### src/rtl/fizzbuzz_stream.sv
`default_nettype none
// ============================================================================
// Module   : fizzbuzz_stream
// Purpose  : Multi-divisor fizzbuzz counter emitting a valid/ready beat stream.
// Revision : 1.0
// ============================================================================
module fizzbuzz_stream #(
  parameter int CNT_W   = 8,
  parameter int NUM_DIV = 3,
  parameter int DIV_W   = 4
) (
  input  logic                     clk,
  input  logic                     resetn,
  input  logic                     start,
  input  logic                     stop,
  input  logic                     mode_wrap,
  input  logic [CNT_W-1:0]         cfg_limit,
  input  logic [NUM_DIV*DIV_W-1:0] cfg_div,
  output logic                     out_valid,
  input  logic                     out_ready,
  output logic [CNT_W-1:0]         out_count,
  output logic [NUM_DIV-1:0]       out_hit,
  output logic                     out_all,
  output logic                     out_none,
  output logic                     busy,
  output logic                     done
);

  typedef enum logic [0:0] {
    S_IDLE = 1'b0,
    S_RUN  = 1'b1
  } state_t;

  state_t                         state, state_n;
  logic [CNT_W-1:0]               count, count_n;
  logic [CNT_W-1:0]               limit_q, limit_n;
  logic [NUM_DIV-1:0][DIV_W-1:0]  div_q, div_n;
  logic [NUM_DIV-1:0][DIV_W-1:0]  res, res_n;
  logic                           wrap_q, wrap_n;
  logic [NUM_DIV-1:0]             hit, hit_n;
  logic                           done_q, done_n;
  logic                           xfer;

  assign xfer = (state == S_RUN) && out_ready;

  always_comb begin
    state_n = state;
    count_n = count;
    res_n   = res;
    div_n   = div_q;
    limit_n = limit_q;
    wrap_n  = wrap_q;
    done_n  = 1'b0;
    case (state)
      S_IDLE: begin
        if (start) begin
          state_n = S_RUN;
          count_n = '0;
          res_n   = '0;
          div_n   = cfg_div;
          limit_n = cfg_limit;
          wrap_n  = mode_wrap;
        end
      end
      S_RUN: begin
        if (xfer) begin
          if (count != limit_q) begin
            count_n = count + 1'b1;
            // Residues step in lockstep with the count; a zero divisor just free-runs.
            for (int i = 0; i < NUM_DIV; i++) begin
              res_n[i] = (res[i] == div_q[i] - 1'b1) ? '0 : res[i] + 1'b1;
            end
          end else if (wrap_q) begin
            count_n = '0;
            res_n   = '0;
          end else begin
            state_n = S_IDLE;
            done_n  = 1'b1;
          end
        end
        if (stop) begin
          state_n = S_IDLE;
          done_n  = 1'b0;
        end
      end
      default: state_n = S_IDLE;
    endcase
  end

  // Hits are computed from next-cycle residues so out_hit can be registered.
  generate
    for (genvar g = 0; g < NUM_DIV; g++) begin : g_hit
      assign hit_n[g] = (div_n[g] != '0) && (res_n[g] == '0);
    end
  endgenerate

  always_ff @(posedge clk or negedge resetn) begin
    if (!resetn) begin
      state   <= S_IDLE;
      count   <= '0;
      limit_q <= '0;
      div_q   <= '0;
      res     <= '0;
      wrap_q  <= 1'b0;
      hit     <= '0;
      done_q  <= 1'b0;
    end else begin
      state   <= state_n;
      count   <= count_n;
      limit_q <= limit_n;
      div_q   <= div_n;
      res     <= res_n;
      wrap_q  <= wrap_n;
      hit     <= hit_n;
      done_q  <= done_n;
    end
  end

  assign out_valid = (state == S_RUN);
  assign busy      = (state == S_RUN);
  assign out_count = count;
  assign out_hit   = hit;
  assign out_all   = &hit;
  assign out_none  = ~|hit;
  assign done      = done_q;

endmodule
`default_nettype wire

### config.mk
export PLATFORM = sky130hd
export DESIGN_NAME = fizzbuzz_stream
export DESIGN_NICKNAME = d
export VERILOG_FILES = /design/src/rtl/fizzbuzz_stream.sv
export SDC_FILE = /design/constraint.sdc
export NUM_CORES = 1
export LEC_CHECK = 0
export CORE_MARGIN = 5
export CORE_UTILIZATION = 40
export DETAILED_ROUTE_END_ITERATION = 8
export GPL_ROUTABILITY_DRIVEN = 0
export PLACE_DENSITY = 0.63
export RECOVER_POWER = 50
export SYNTH_ARGS = -nofsm -noshare
export SYNTH_HDL_FRONTEND = slang
export SYNTH_SLANG_ARGS = --single-unit
export TNS_END_PERCENT = 100
### constraint.sdc
create_clock -name clk -period 4.4 [get_ports clk]
set_input_delay 0.88 -clock clk [delete_from_list [all_inputs] [get_ports clk]]
set_output_delay 0.88 -clock clk [all_outputs]
set_load 0.05 [all_outputs]
==> metrics.md, run 1 <==
| Metric | Value |
|---|---|
| Status | `complete, but fails checks` |
| Violated checks | `capacitance limit, slew limit` |
| DRT iter0 DRCs | `104` |
| WL per Instance | `14.2 um` |
| Maximum VDD drop | `0.000248 V` |
| Clock-pin slew on the worst setup and hold paths | `0.08 ns` |
| Clock sinks | `46` |
| Synth Warn # | `0` |
| Number of flops mapped to enable cells by yosys | `0` |
| Commonest non-fill, non-tap cell in the layout | `nand2_1` |
| FMAX | `343 MHz` |
| CP Launch Type | `primary input` |
| CP endpoint kind | `flip-flop` |
| Top-level I/O count | `42` |
| Final setup viols | `0` |
| Drt drc | `0` |
| Largest cells by area after synthesis | `dfrtp_1 45%, nand2_1 9.9%, xor2_1 4.5%` |
| Die area | `0.00807 mm2` |
| CP Data Required Time | `4.62 ns` |
| Post-Syn Instances | `271` |
| Fin Clk Skew | `0.00691 ns` |
| Syn_nets | `304` |
| Hold Crit Start | `limit_q[1]$_DFFE_PN0P_` |
| First-pass GRT wire length | `9420 um` |
| Layout cells sized above 1 | `0.0547` |
| Synth top area share | `0.451` |
| Max Cap Viol | `1` |
| Drt via density | `5.25` |
| Resize count post-CTS | `0` |
| H-tree Lvls | `2` |
| Total gr overflow | `0` |
| Root buf cell | `clkbuf_8` |
| Hold Crit Endpoint | `limit_q[1]$_DFFE_PN0P_` |
| FF+latch count, synth | `46` |
| DP HPWL | `3950 um` |
| Unrepaired setup endpoints after global routing | `no` |
| Sum Neg Setup Slack | `0 ns` |
| Final net count | `343` |
| Finished Layout Cells | `388` |
| Flop2flop setup slack | `1.69 ns` |
| R2R cell count | `6` |
| Initial antenna violation count | `0` |
| Hold crit path type | `reg -> reg` |
| Crit path DAT | `3.13 ns` |
| Multi-input logic area | `0.00129 mm2` |
| Vias in the first global route | `2,006` |
| Syn Std Cell Area | `0.00255 mm2` |
| Via count | `2,037` |
| Drt first pass iters | `4` |
| Fill count | `623` |
| Area Growth Syn to Fin | `20.4%` |
| Max Fanout on Critical Path | `18` |
| Final Cycle Share | `0.663` |
| LEAKAGE | `1.39 nW` |
| Synth cell types | `45` |
| Count of pins over their slew limit | `47` |
| FP Rows | `29` |
| Main flop type after synthesis | `dfrtp_1` |
| Post-synthesis sequential area ratio | `0.451` |
| Async SR Flop Fraction | `1.00` |
| Largest net degree at the start of global routing | `47` |
| Largest area contributor in the netlist | `dfrtp_1` |
| Final Power | `1.63 mW` |
| DP Cell Count | `380` |
| Worst Hold Path Cells | `2` |
| Final Critical Period | `2.92 ns` |
| Worst-Skew Late Latency | `0.30 ns` |
| Hold Violations, Final | `0` |
| PD cells | `531 mW/mm2` |
| Worst slew margin | `-0.638` |
| Tot GR Track Use | `0.140` |
| Final ANT Viol Nets | `0` |
| Slew @ Worst Pin | `2.46 ns` |
| Register Area | `0.00115 mm2` |
| CP Class | `in -> reg` |
| Effective utilization at floorplan | `0.406` |
| Post-CTS Hold Buffers | `0` |
| Core area | `0.00628 mm2` |
| Worst R2R Start | `out_count[6]$_DFFE_PN0P_` |
| Most frequent cells in the layout | `67 x nand2_1, 46 x dfrtp_1, 39 x clkdlybuf4s50_1, 17 x o21ai_0, 14 x nand3_1` |
| CTS tree | `built` |
| Num CTS Buffers | `5` |
| RR Endpoint | `out_hit[2]$_DFF_PN0_` |
| Die Width | `89.9 um` |
| Inserted Diodes | `0` |
| Maximum root-to-sink buffer count | `2` |
| Syn_area_per_cell | `9.41 um2` |
| Setup Fix Bufs, Post-CTS | `0` |
| Die H | `89.9 um` |
| Buffers on Ports | `41` |
| Drt total wl | `5530 um` |
-- report_power, final --
part / total, mW / leakage (nW) / internal (mW) / switching [mW]
logic: 0.700 / 0.748 / 0.298 / 0.403
clock network: 0.271 / 0.0482 / 0.127 / 0.144
registers: 0.660 / 0.590 / 0.526 / 0.134
-- worst max-delay path: stages --
cell	delay (ns)
dlygate4sd3_1	0.55
nor2b_1	0.86
buf_4	0.36
nor2_1	0.06
a22oi_1	0.17
o211ai_1	0.13
nor3_1	0.13
-- metrics by stage --
step | hold slack (ns) | setup WS (ns) | cell area (um2) | utilization
3_5_place_dp | 0.484 | 1.43 | 3000 | 0.478
6_report | 0.500 | 1.48 | 3070 | 0.489
2_1_floorplan | 0.455 | 1.80 | 2550 | -
5_1_grt | 0.520 | 1.09 | 3070 | 0.489
4_1_cts | 0.505 | 1.73 | 3090 | 0.492
3_3_place_gp | 0.481 | 1.46 | 3000 | 0.478
-- worst max-delay path by stage --
stage / startpoint / to / cells past startpoint
final: start / out_hit[1]$_DFF_PN0_ / 7
after global routing: resetn / limit_q[7]$_DFFE_PN0P_ / 1
after global placement: start / out_hit[2]$_DFF_PN0_ / 5
after CTS: start / out_hit[2]$_DFF_PN0_ / 5
after detailed placement: start / out_hit[2]$_DFF_PN0_ / 5
after floorplan: out_hit[1]$_DFF_PN0_ / out_none / 1
-- kinds of logic after synthesis --
| group | share of synthesized area |
|---|---|
| AOI/OAI and AO/OA | 0.133 |
| xor gates and xnor gates | 0.0996 |
| adders and majority gates | 0.0343 |
| buffers and inverters | 0.0383 |
| DFF | 0.451 |
| muxes | 0.0123 |
| and+or+nand+nor | 0.231 |
-- cells in the mapped netlist (all sizes together) (6+ instances only) --
cell type / count
a21oi: 8
and3: 6
clkbuf: 6
dfrtp: 46
ha: 7
inv: 9
nand2: 67
nand3: 14
nor2: 8
nor3: 10
nor4: 6
o21ai: 21
xnor2: 8
xor2: 13
-- cell type report --
type,instances,share of cell area
Sequential cell,46,0.375
Tap cell,77,0.0314
Multi-Input combinational cell,206,0.419
Clock inverter,1,0.00163
Inverter,9,0.0110
Timing Repair Buffer,42,0.134
Clock buffer,7,0.0281
-- state kept, by name, indices dropped and copies added, names as in the netlist --
name       count
busy           1
res           12
done           1
wrap_q         1
div_q         12
out_hit        3
limit_q        8
out_count      8
-- layer usage --
| layer | GRT usage | vias to the layer above | share of wire |
|---|---|---|---|
| li1 | - | 1021 | - |
| met1 | 0.185 | 972 | 0.46 |
| met2 | 0.230 | 35 | 0.49 |
| met3 | 0.0284 | 9 | 0.030 |
| met4 | 0.0459 | 0 | 0.018 |
| met5 | 0 | - | 0 |
(Power assumes the default switching activity.)
==> run 2: changes to the inputs <==
PLACE_DENSITY = 0.65   (was 0.63)
clock period = 2.48 ns   (was 4.4 ns; I/O delays follow)
==> metrics.md, run 2 (synthesis results as in run 1) <==
| Metric | Value |
|---|---|
| Status | `complete, no violations` |
| Final Critical Period | `2.20 ns` |
| Crit path DAT | `1.71 ns (-1.42 ns)` |
| Setup Fix Bufs, Post-CTS | `0 (unchanged)` |
| Initial antenna violation count | `0 (unchanged)` |
| Drt drc | `0 (unchanged)` |
| Worst R2R Start | `out_count[6]$_DFFE_PN0P_` |
| Max Fanout on Critical Path | `3 (-15)` |
| Die H | `89.9 um (unchanged)` |
| Die area | `0.00807 mm2 (unchanged)` |
| NetSw | `1.23 mW (+80%)` |
| Multi-input logic area | `0.00130 mm2 (+1.2%)` |
| Flop2flop setup slack | `0.33 ns (-1.36 ns)` |
| Final ANT Viol Nets | `0 (unchanged)` |
| Root buf cell | `clkbuf_8` |
| Largest registers | `div_q: 12 flops, res: 12 flops` |
| FMAX | `454 MHz` |
| Clock-pin slew on the worst setup and hold paths | `0.08 ns (about the same)` |
| Final Cycle Share | `0.889` |
| Vias in the first global route | `1,984 (-1.1%)` |
| Count of pins over their slew limit | `0 (-100%)` |
| Sw frac | `0.417 (about the same)` |
| CP Launch Type | `flip-flop` |
| Hold crit path type | `in -> async` |
| CP Data Required Time | `1.98 ns (-2.64 ns)` |
| Num CTS Buffers | `5 (unchanged)` |
| Setup slack at placement | `0.258 ns (-1.17 ns)` |
| DRT iter0 DRCs | `81 (-22%)` |
| Core area | `0.00628 mm2 (unchanged)` |
| Final setup viols | `0 (unchanged)` |
| H-tree Lvls | `2 (unchanged)` |
| WL per Instance | `14.0 um (-1.6%)` |
| CP endpoint kind | `output port` |
| CP cell instances | `nor3_1, clkdlybuf4s50_1` |
| Via count | `2,082 (+2.2%)` |
| Buffers on Ports | `41 (unchanged)` |
| Final net count | `349 (+1.7%)` |
| FP Rows | `29 (unchanged)` |
| DP HPWL | `3930 um (-0.54%)` |
| Commonest non-fill, non-tap cell in the layout | `nand2_1` |
| Inserted Diodes | `0 (unchanged)` |
| Layout cells sized above 1 | `0.0789 (+0.0242)` |
| R2R cell count | `7 (+1)` |
| First-pass GRT wire length | `9300 um (-1.2%)` |
| Fill count | `604 (-3.0%)` |
| Critical Path Slowest Stage Cell | `clkdlybuf4s50_1` |
| Maximum root-to-sink buffer count | `2 (unchanged)` |
| Drt total wl | `5520 um (-0.13%)` |
| Unrepaired setup endpoints after global routing | `no` |
| Fin Clk Skew | `0.00889 ns (+0.00198 ns)` |
| Die Width | `89.9 um (unchanged)` |
| Area Growth Syn to Fin | `23.2%` |
| Worst slew margin | `0.225 (+0.863)` |
| Total gr overflow | `0 (unchanged)` |
| Setup slack after layout | `0.276 ns (-1.21 ns)` |
| LEAKAGE | `1.42 nW (+2.7%)` |
| Sum Neg Setup Slack | `0 ns (unchanged)` |
| Register Area | `0.00115 mm2 (unchanged)` |
| DP Cell Count | `386 (+1.6%)` |
| Final Power | `2.94 mW (+80%)` |
| PD cells | `936 mW/mm2 (+76%)` |
| Sequential Power Share | `0.397 (-0.007)` |
| CTS tree | `built` |
| Tot GR Track Use | `0.139 (-0.00126)` |
| Clock group share of total power | `0.161 (-0.005)` |
| Cell internal pwr | `1.71 mW (+80%)` |
| Clock sinks | `46 (unchanged)` |
| Maximum VDD drop | `0.000405 V (+63%)` |
| CP Class | `reg -> out` |
| Resize count post-CTS | `0 (unchanged)` |
| Worst hold slack | `0.498 ns (-0.00164 ns)` |
| Most frequent cells in the layout | `67 x nand2_1, 46 x dfrtp_1, 39 x clkdlybuf4s50_1, 17 x o21ai_0, 14 x nand3_1` |
| Logic pwr share | `0.442 (+0.013)` |
| Drt via density | `5.28 (+0.65%)` |
| Finished Layout Cells | `394 (+1.5%)` |
| RR Endpoint | `out_hit[2]$_DFF_PN0_` |
| Largest net degree at the start of global routing | `47 (unchanged)` |
| Post-CTS Hold Buffers | `0 (unchanged)` |
| Slew @ Worst Pin | `1.16 ns (-1.30 ns)` |
| Hold Violations, Final | `0 (unchanged)` |
| Top-level I/O count | `42 (unchanged)` |
| Highest cell delay on the worst timing path | `0.82 ns (-0.04 ns)` |
| Max Cap Viol | `0 (-1)` |
| Drt first pass iters | `4 (unchanged)` |
| Worst-Skew Late Latency | `0.29 ns (about the same)` |
| Effective utilization at floorplan | `0.406 (unchanged)` |
-- run 2: worst max-delay path by stage --
stage                      endpoint  cells after the start                  from
6_report                   out_none                      2  out_hit[1]$_DFF_PN0_
5_1_grt                    out_none                      2  out_hit[1]$_DFF_PN0_
4_1_cts                    out_none                      2  out_hit[1]$_DFF_PN0_
3_5_place_dp   out_hit[1]$_DFF_PN0_                      8             out_ready
3_3_place_gp   out_hit[1]$_DFF_PN0_                      8             out_ready
2_1_floorplan              out_none                      1  out_hit[1]$_DFF_PN0_
-- run 2: area by class of cell --
class	count	share of cell area
tap	77	0.0307
multi-input combinational	206	0.414
inverter	9	0.0107
sequential	46	0.366
timing repair buffer	48	0.149
clock inverter	1	0.00159
clock buffer	7	0.0275
-- run 2: metrics by stage --
stage	instance area [um2]	util
global placement	3060	0.487
CTS	3150	0.501
global route	3140	0.501
floorplan	2550	-
detailed placement	3060	0.487
finish	3140	0.501
-- run 2: critical path: cells and delay by family (launching register included) --
kind	cells	cell delay (ns)
buf+inv	1	0.82
flops	1	0.40
simple gates	1	0.18
-- run 2: layer usage --
metal | wire, um | GRT usage
met5 | 0 | 0
met4 | 121 | 0.0583
met3 | 262 | 0.0326
met2 | 2590 | 0.218
met1 | 2540 | 0.184
-- run 2: power groups by stage --
stage / combinational, mW / sequential [mW] / clock [mW]
floorplan: 0.772 / 1.33 / 0
global placement: 1.29 / 1.18 / 0
detailed placement: 1.31 / 1.18 / 0
CTS: 1.32 / 1.17 / 0.494
global route: 1.42 / 1.20 / 0.525
finish: 1.30 / 1.17 / 0.473
==> run 3: changes to the inputs <==
PLACE_DENSITY = 0.63   (was 0.65)
REMOVE_ABC_BUFFERS = 1   (was unset)
clock period = 2.05 ns   (was 2.48 ns; I/O delays follow)
==> metrics.md, run 3 (synthesis results as in run 1) <==
| Metric | Value |
|---|---|
| Fill count | `581 (-3.8%)` |
| Drt drc | `0 (unchanged)` |
| Layout Utilization | `0.527 (+0.0265)` |
| Largest net degree at the start of global routing | `47 (unchanged)` |
| CP Launch Type | `flip-flop` |
| Drt via density | `5.12 (-3.1%)` |
| LEAKAGE | `1.58 nW (+11%)` |
| Top-level I/O count | `42 (unchanged)` |
| Die H | `89.9 um (unchanged)` |
| Drt total wl | `5620 um (+1.9%)` |
| First-pass GRT wire length | `9860 um (+6.0%)` |
| Initial antenna violation count | `0 (unchanged)` |
| Die area | `0.00807 mm2 (unchanged)` |
| Final Critical Period | `1.95 ns` |
| Layout cells sized above 1 | `0.192 (+0.113)` |
| Final setup viols | `0 (unchanged)` |
| Max Cap Viol | `0 (unchanged)` |
| Core area | `0.00628 mm2 (unchanged)` |
| Clock sinks | `46 (unchanged)` |
| CTS tree | `built` |
| H-tree Lvls | `2 (unchanged)` |
| Max Fanout on Critical Path | `2 (-1)` |
| Final Power | `3.69 mW (+25%)` |
| Buffers on Ports | `41 (unchanged)` |
| Clock-pin slew on the worst setup and hold paths | `0.08 ns (about the same)` |
| Root buf cell | `clkbuf_8` |
| Fin Clk Skew | `0.00986 ns (+0.000970 ns)` |
| Hold crit path type | `in -> async` |
| Vias in the first global route | `2,128 (+7.3%)` |
| Worst-Skew Late Latency | `0.29 ns (about the same)` |
| Commonest non-fill, non-tap cell in the layout | `nand2_1` |
| FP Rows | `29 (unchanged)` |
| FMAX | `514 MHz` |
| DRT iter0 DRCs | `57 (-30%)` |
| DP HPWL | `4260 um (+8.3%)` |
| Count of pins over their slew limit | `0 (unchanged)` |
| PD cells | `1110 mW/mm2 (+19%)` |
| Area Growth Syn to Fin | `29.7%` |
| Crit path DAT | `2.13 ns (+0.42 ns)` |
| Slew @ Worst Pin | `1.15 ns (-0.0136 ns)` |
| CP Data Required Time | `2.24 ns (+0.26 ns)` |
| Largest registers | `div_q: 12 flops, res: 12 flops` |
| Final Cycle Share | `0.950` |
| Effective utilization at floorplan | `0.406 (unchanged)` |
| Via count | `2,130 (+2.3%)` |
| Inserted Diodes | `0 (unchanged)` |
| Die Width | `89.9 um (unchanged)` |
| Drt first pass iters | `4 (unchanged)` |
| Total gr overflow | `0 (unchanged)` |
| CP endpoint kind | `flip-flop` |
| Worst slew margin | `0.234 (+0.00909)` |
| Final net count | `372 (+6.6%)` |
| CP Class | `reg -> reg` |
| Most frequent cells in the layout | `66 x nand2_1, 46 x dfrtp_1, 38 x buf_4, 27 x clkdlybuf4s50_1, 17 x o21ai_0` |
| Tot GR Track Use | `0.145 (+0.00629)` |
| Final ANT Viol Nets | `0 (unchanged)` |
| Num CTS Buffers | `5 (unchanged)` |
| Status | `complete, no violations` |
| Maximum VDD drop | `0.000527 V (+30%)` |
| Hold Violations, Final | `0 (unchanged)` |
| WL per Instance | `13.5 um (-3.5%)` |
| Post-CTS Hold Buffers | `0 (unchanged)` |
| Maximum root-to-sink buffer count | `2 (unchanged)` |
[run 3: layer usage]
layer	global-route usage	vias up	part of all wire
li1	-	1079	-
met1	0.196	1018	0.48
met2	0.237	28	0.48
met3	0.0301	5	0.033
met4	0.0372	0	0.0091
met5	0	-	0
[run 3: stage by stage]
stage / cells / instance area (um2) / TNS [ns] / hold WS (ns) / worst slack, ns
after floorplan: 261 / 2490 / -9.01 / 0.114 / -0.495
after global placement: 406 / 3180 / -0.0983 / 0.480 / -0.0499
after detailed placement: 406 / 3180 / -0.192 / 0.486 / -0.0943
after CTS: 413 / 3260 / 0 / 0.220 / 0.00992
after global routing: 416 / 3310 / -0.0185 / 0.517 / -0.0185
final: 416 / 3310 / 0 / 0.405 / 0.103
[run 3: cell type report]
cell class / instances / area [um2] / share of cell area
multi-input cells: 206 / 1340 / 0.404
repair buffers: 71 / 612 / 0.185
clock inverters: 2 / 10.0 / 0.00302
flip-flops and latches: 46 / 1150 / 0.348
clock buffers: 5 / 68.8 / 0.0208
well taps: 77 / 96.3 / 0.0291
inverters: 9 / 33.8 / 0.0102
[run 3: critical path, stage by stage (launching register included)]
cell and delay [ns]:
dfrtp_1 0.36, inv_1 0.07, ha_1 0.22, xnor3_1 0.38
nand3_2 0.11, nor2_2 0.06, o311ai_2 0.26, a22o_1 0.21
and4bb_1 0.19
[run 3: path summary, 6_finish.rpt]
kind	endpoint	cells past startpoint	startpoint	slack, ns
min in group clk	limit_q[4]$_DFFE_PN0P_	2	limit_q[4]$_DFFE_PN0P_	0.50
hold / removal	div_q[8]$_DFF_PN0_	2	resetn	0.41
hold reg to reg	limit_q[4]$_DFFE_PN0P_	2	limit_q[4]$_DFFE_PN0P_	0.50
setup / recovery	out_hit[2]$_DFF_PN0_	8	div_q[8]$_DFF_PN0_	0.10
setup reg to reg	out_hit[2]$_DFF_PN0_	8	div_q[8]$_DFF_PN0_	0.10
max in group asynchronous	res[4]$_DFF_PN0_	2	resetn	0.93
[run 3: repair_timing]
action / CTS / global route
resized for setup: 0 / 8
buffers inserted: 0 / 3
setup endpoints to repair: 0 / 6
[run 3: report_power, final]
part           total [mW]  switching [mW]  internal [mW]
registers            1.36           0.230           1.13
logic                1.80            1.02          0.783
clock network       0.527           0.298          0.230
==> RTL edit (settings of run 2) <==
Change the parameter `CNT_W` from 8 to 10.
--- a/src/rtl/fizzbuzz_stream.sv
+++ b/src/rtl/fizzbuzz_stream.sv
@@ -7,3 +7,3 @@
 module fizzbuzz_stream #(
-  parameter int CNT_W   = 8,
+  parameter int CNT_W   = 10,
   parameter int NUM_DIV = 3,
Interface: changed (resized cfg_limit and out_count); port bits go from 42 to 46. The function was not compared with the original's and may differ.
==> RTL edit against run 2 <==
Setup slack worse by 0.032 ns. Sequential cell count up 4. Global-route usage up 1.0 points. Power down 8.3%. Routed wire length up 6.9%. Sequential share of layout area up 0.98 points. Synthesized cell count down 8.1%. Synthesized area up 5.0%. Design area up 5.9%.
==> RTL edit: results (changes against run 2) <==
## Status
• **outcome** completed, unchanged

## Synthesis
• **share of synthesized area occupied by flip-flops and latches** 46.7%, was 45.1%
• **Synth cell types** 49, was 45
• **cells after synthesis** 249, was 271
• **synthesized-area fraction occupied by xor and xnor cells** 9.16%, was 9.96%
• **Synth Area in Adders** 3.27%, was 3.43%
• **mux contribution to synthesized area** 7.15%, was 1.23%
• **Synth Warn #** 0, unchanged
• **largest cells by area after synthesis** dfrtp_1, mux2_2, xnor2_1, was dfrtp_1, nand2_1, xor2_1
• **list of most frequent post-synthesis cells** dfrtp_1, o21ai_0, mux2_2, xnor2_1, nand2_1, was nand2_1, dfrtp_1, o21ai_0
• **net count after synthesis** 284, was 304
• **Synth Area in Compound Gates** 13.0%, was 13.3%

## Worst setup path
• **FF-to-FF setup slack** 0.26 ns, was 0.33 ns
• **slowest stage cell on the critical path** clkdlybuf4s50_1, unchanged
• **logic depth of the worst register-to-register path** 7, unchanged
• **max incr delay on CP** 0.88 ns, was 0.82 ns
• **maximum fanout count along the critical path** 10, was 3
• **reg-to-reg critical path endpoint** out_hit[0]$_DFF_PN0_, was out_hit[2]$_DFF_PN0_
• **Worst R2R Start** out_count[0]$_DFFE_PN0P_, was out_count[6]$_DFFE_PN0P_
• **arrival time at the worst endpoint** 1.74 ns, was 1.71 ns

## Placed design
• **total of buffers placed on input and output ports** 45, was 41
• **hpwl dp** 4570 microns, was 3930 microns
• **total instance count after detailed placement** 373, was 386

## Global route
• **met3 GRT Util** 2.78%, was 3.26%
• **initial antenna violation count** 0, unchanged
• **first-pass GRT wire length** 10200 microns, was 9300 microns
• **met1 usage in global routing** 21.0%, was 18.4%
• **largest net degree at the start of global routing** 27, was 47
• **met2 Resource Use GR** 23.1%, was 21.8%
• **overall track demand over capacity in global routing** 14.9%, was 13.9%

## Route
• **final routed wire length divided by cell count** 15.5 microns, was 14.0 microns
• **detailed-routed wire length on met2** 2620 microns, was 2590 microns
• **number of vias per cell** 5.43, was 5.28
• **WL met1** 2910 microns, was 2540 microns
• **total vias in the final route** 2070, was 2082
• **Met3 Routed Length** 281 microns, was 262 microns
• **DRT iter0 DRCs** 123, was 81

## Timing
• **slew at the pin closest to its max-slew limit** 1.31 ns, was 1.16 ns
• **Max Clock Skew** 0.00449 ns, was 0.00889 ns

## Power and ir drop
• **Cell Int Power** 1670 uW, was 1710 uW
• **maximum vdd ir drop** 302 uV, was 405 uV
• **combinational-cell power consumption** 1020 uW, was 1300 uW
• **LEAKAGE** 0.00145 uW, was 0.00142 uW
• **relative contribution of sequential cells to total power** 44.0%, was 39.7%

## Clock network
• **latest clock arrival within the worst-skew pair** 0.30 ns
• **CTS clk-pin slew, worst paths** 0.09 ns

## Layout
• **largest registers** div_q: 12 flops, res: 12 flops, unchanged
• **NumNets Final** 338, was 349
• **fraction of final layout cells with drive strength greater than 1** 17.4%, was 7.89%

-- RTL edit: layout make-up --
class / instances / area, sq um
Clock buffer: 6 / 82.6
Clock inverter: 2 / 12.5
Timing Repair Buffer: 56 / 524
Multi-Input combinational cell: 181 / 1330
Fill cell: 583 / 3100
Sequential cell: 50 / 1250
Tap cell: 77 / 96.3
Inverter: 9 / 33.8
-- RTL edit: metrics by stage --
| step | utilization [%] | total power [uW] | hold slack [ns] | instance area (sq um) | setup slack (ns) |
|---|---|---|---|---|---|
| finish | 51.8 | 2700 | 0.463 | 3330 | 0.244 |
| global route | 51.8 | 2880 | 0.550 | 3330 | 0.0684 |
| CTS | 52.2 | 2740 | 0.197 | 3350 | 0.226 |
| detailed placement | 50.7 | 2240 | 0.501 | 3260 | 0.195 |
| global placement | 50.7 | 2210 | 0.504 | 3260 | 0.241 |
| floorplan | - | 1900 | 0.200 | 2680 | 0.265 |
-- RTL edit: worst max path at each step --
stage | start | endpoint | slack (ns) | cells past startpoint
floorplan | out_hit[1]$_DFF_PN0_ | out_none | 0.27 | 1
global placement | start | out_hit[2]$_DFF_PN0_ | 0.24 | 6
detailed placement | start | out_hit[2]$_DFF_PN0_ | 0.19 | 6
CTS | busy$_DFF_PN0_ | busy | 0.23 | 1
global route | out_count[0]$_DFFE_PN0P_ | out_hit[0]$_DFF_PN0_ | 0.07 | 7
finish | busy$_DFF_PN0_ | busy | 0.24 | 1
-- RTL edit: cells by family after synthesis --
group                    Yosys count
AO/OA/AOI/OAI                     52
flip-flops                        50
adder cells (fa/ha/maj)            7
multiplexers                      17
XOR/XNOR                          28
AND/OR/NAND/NOR                   77
buffers and inverters             18
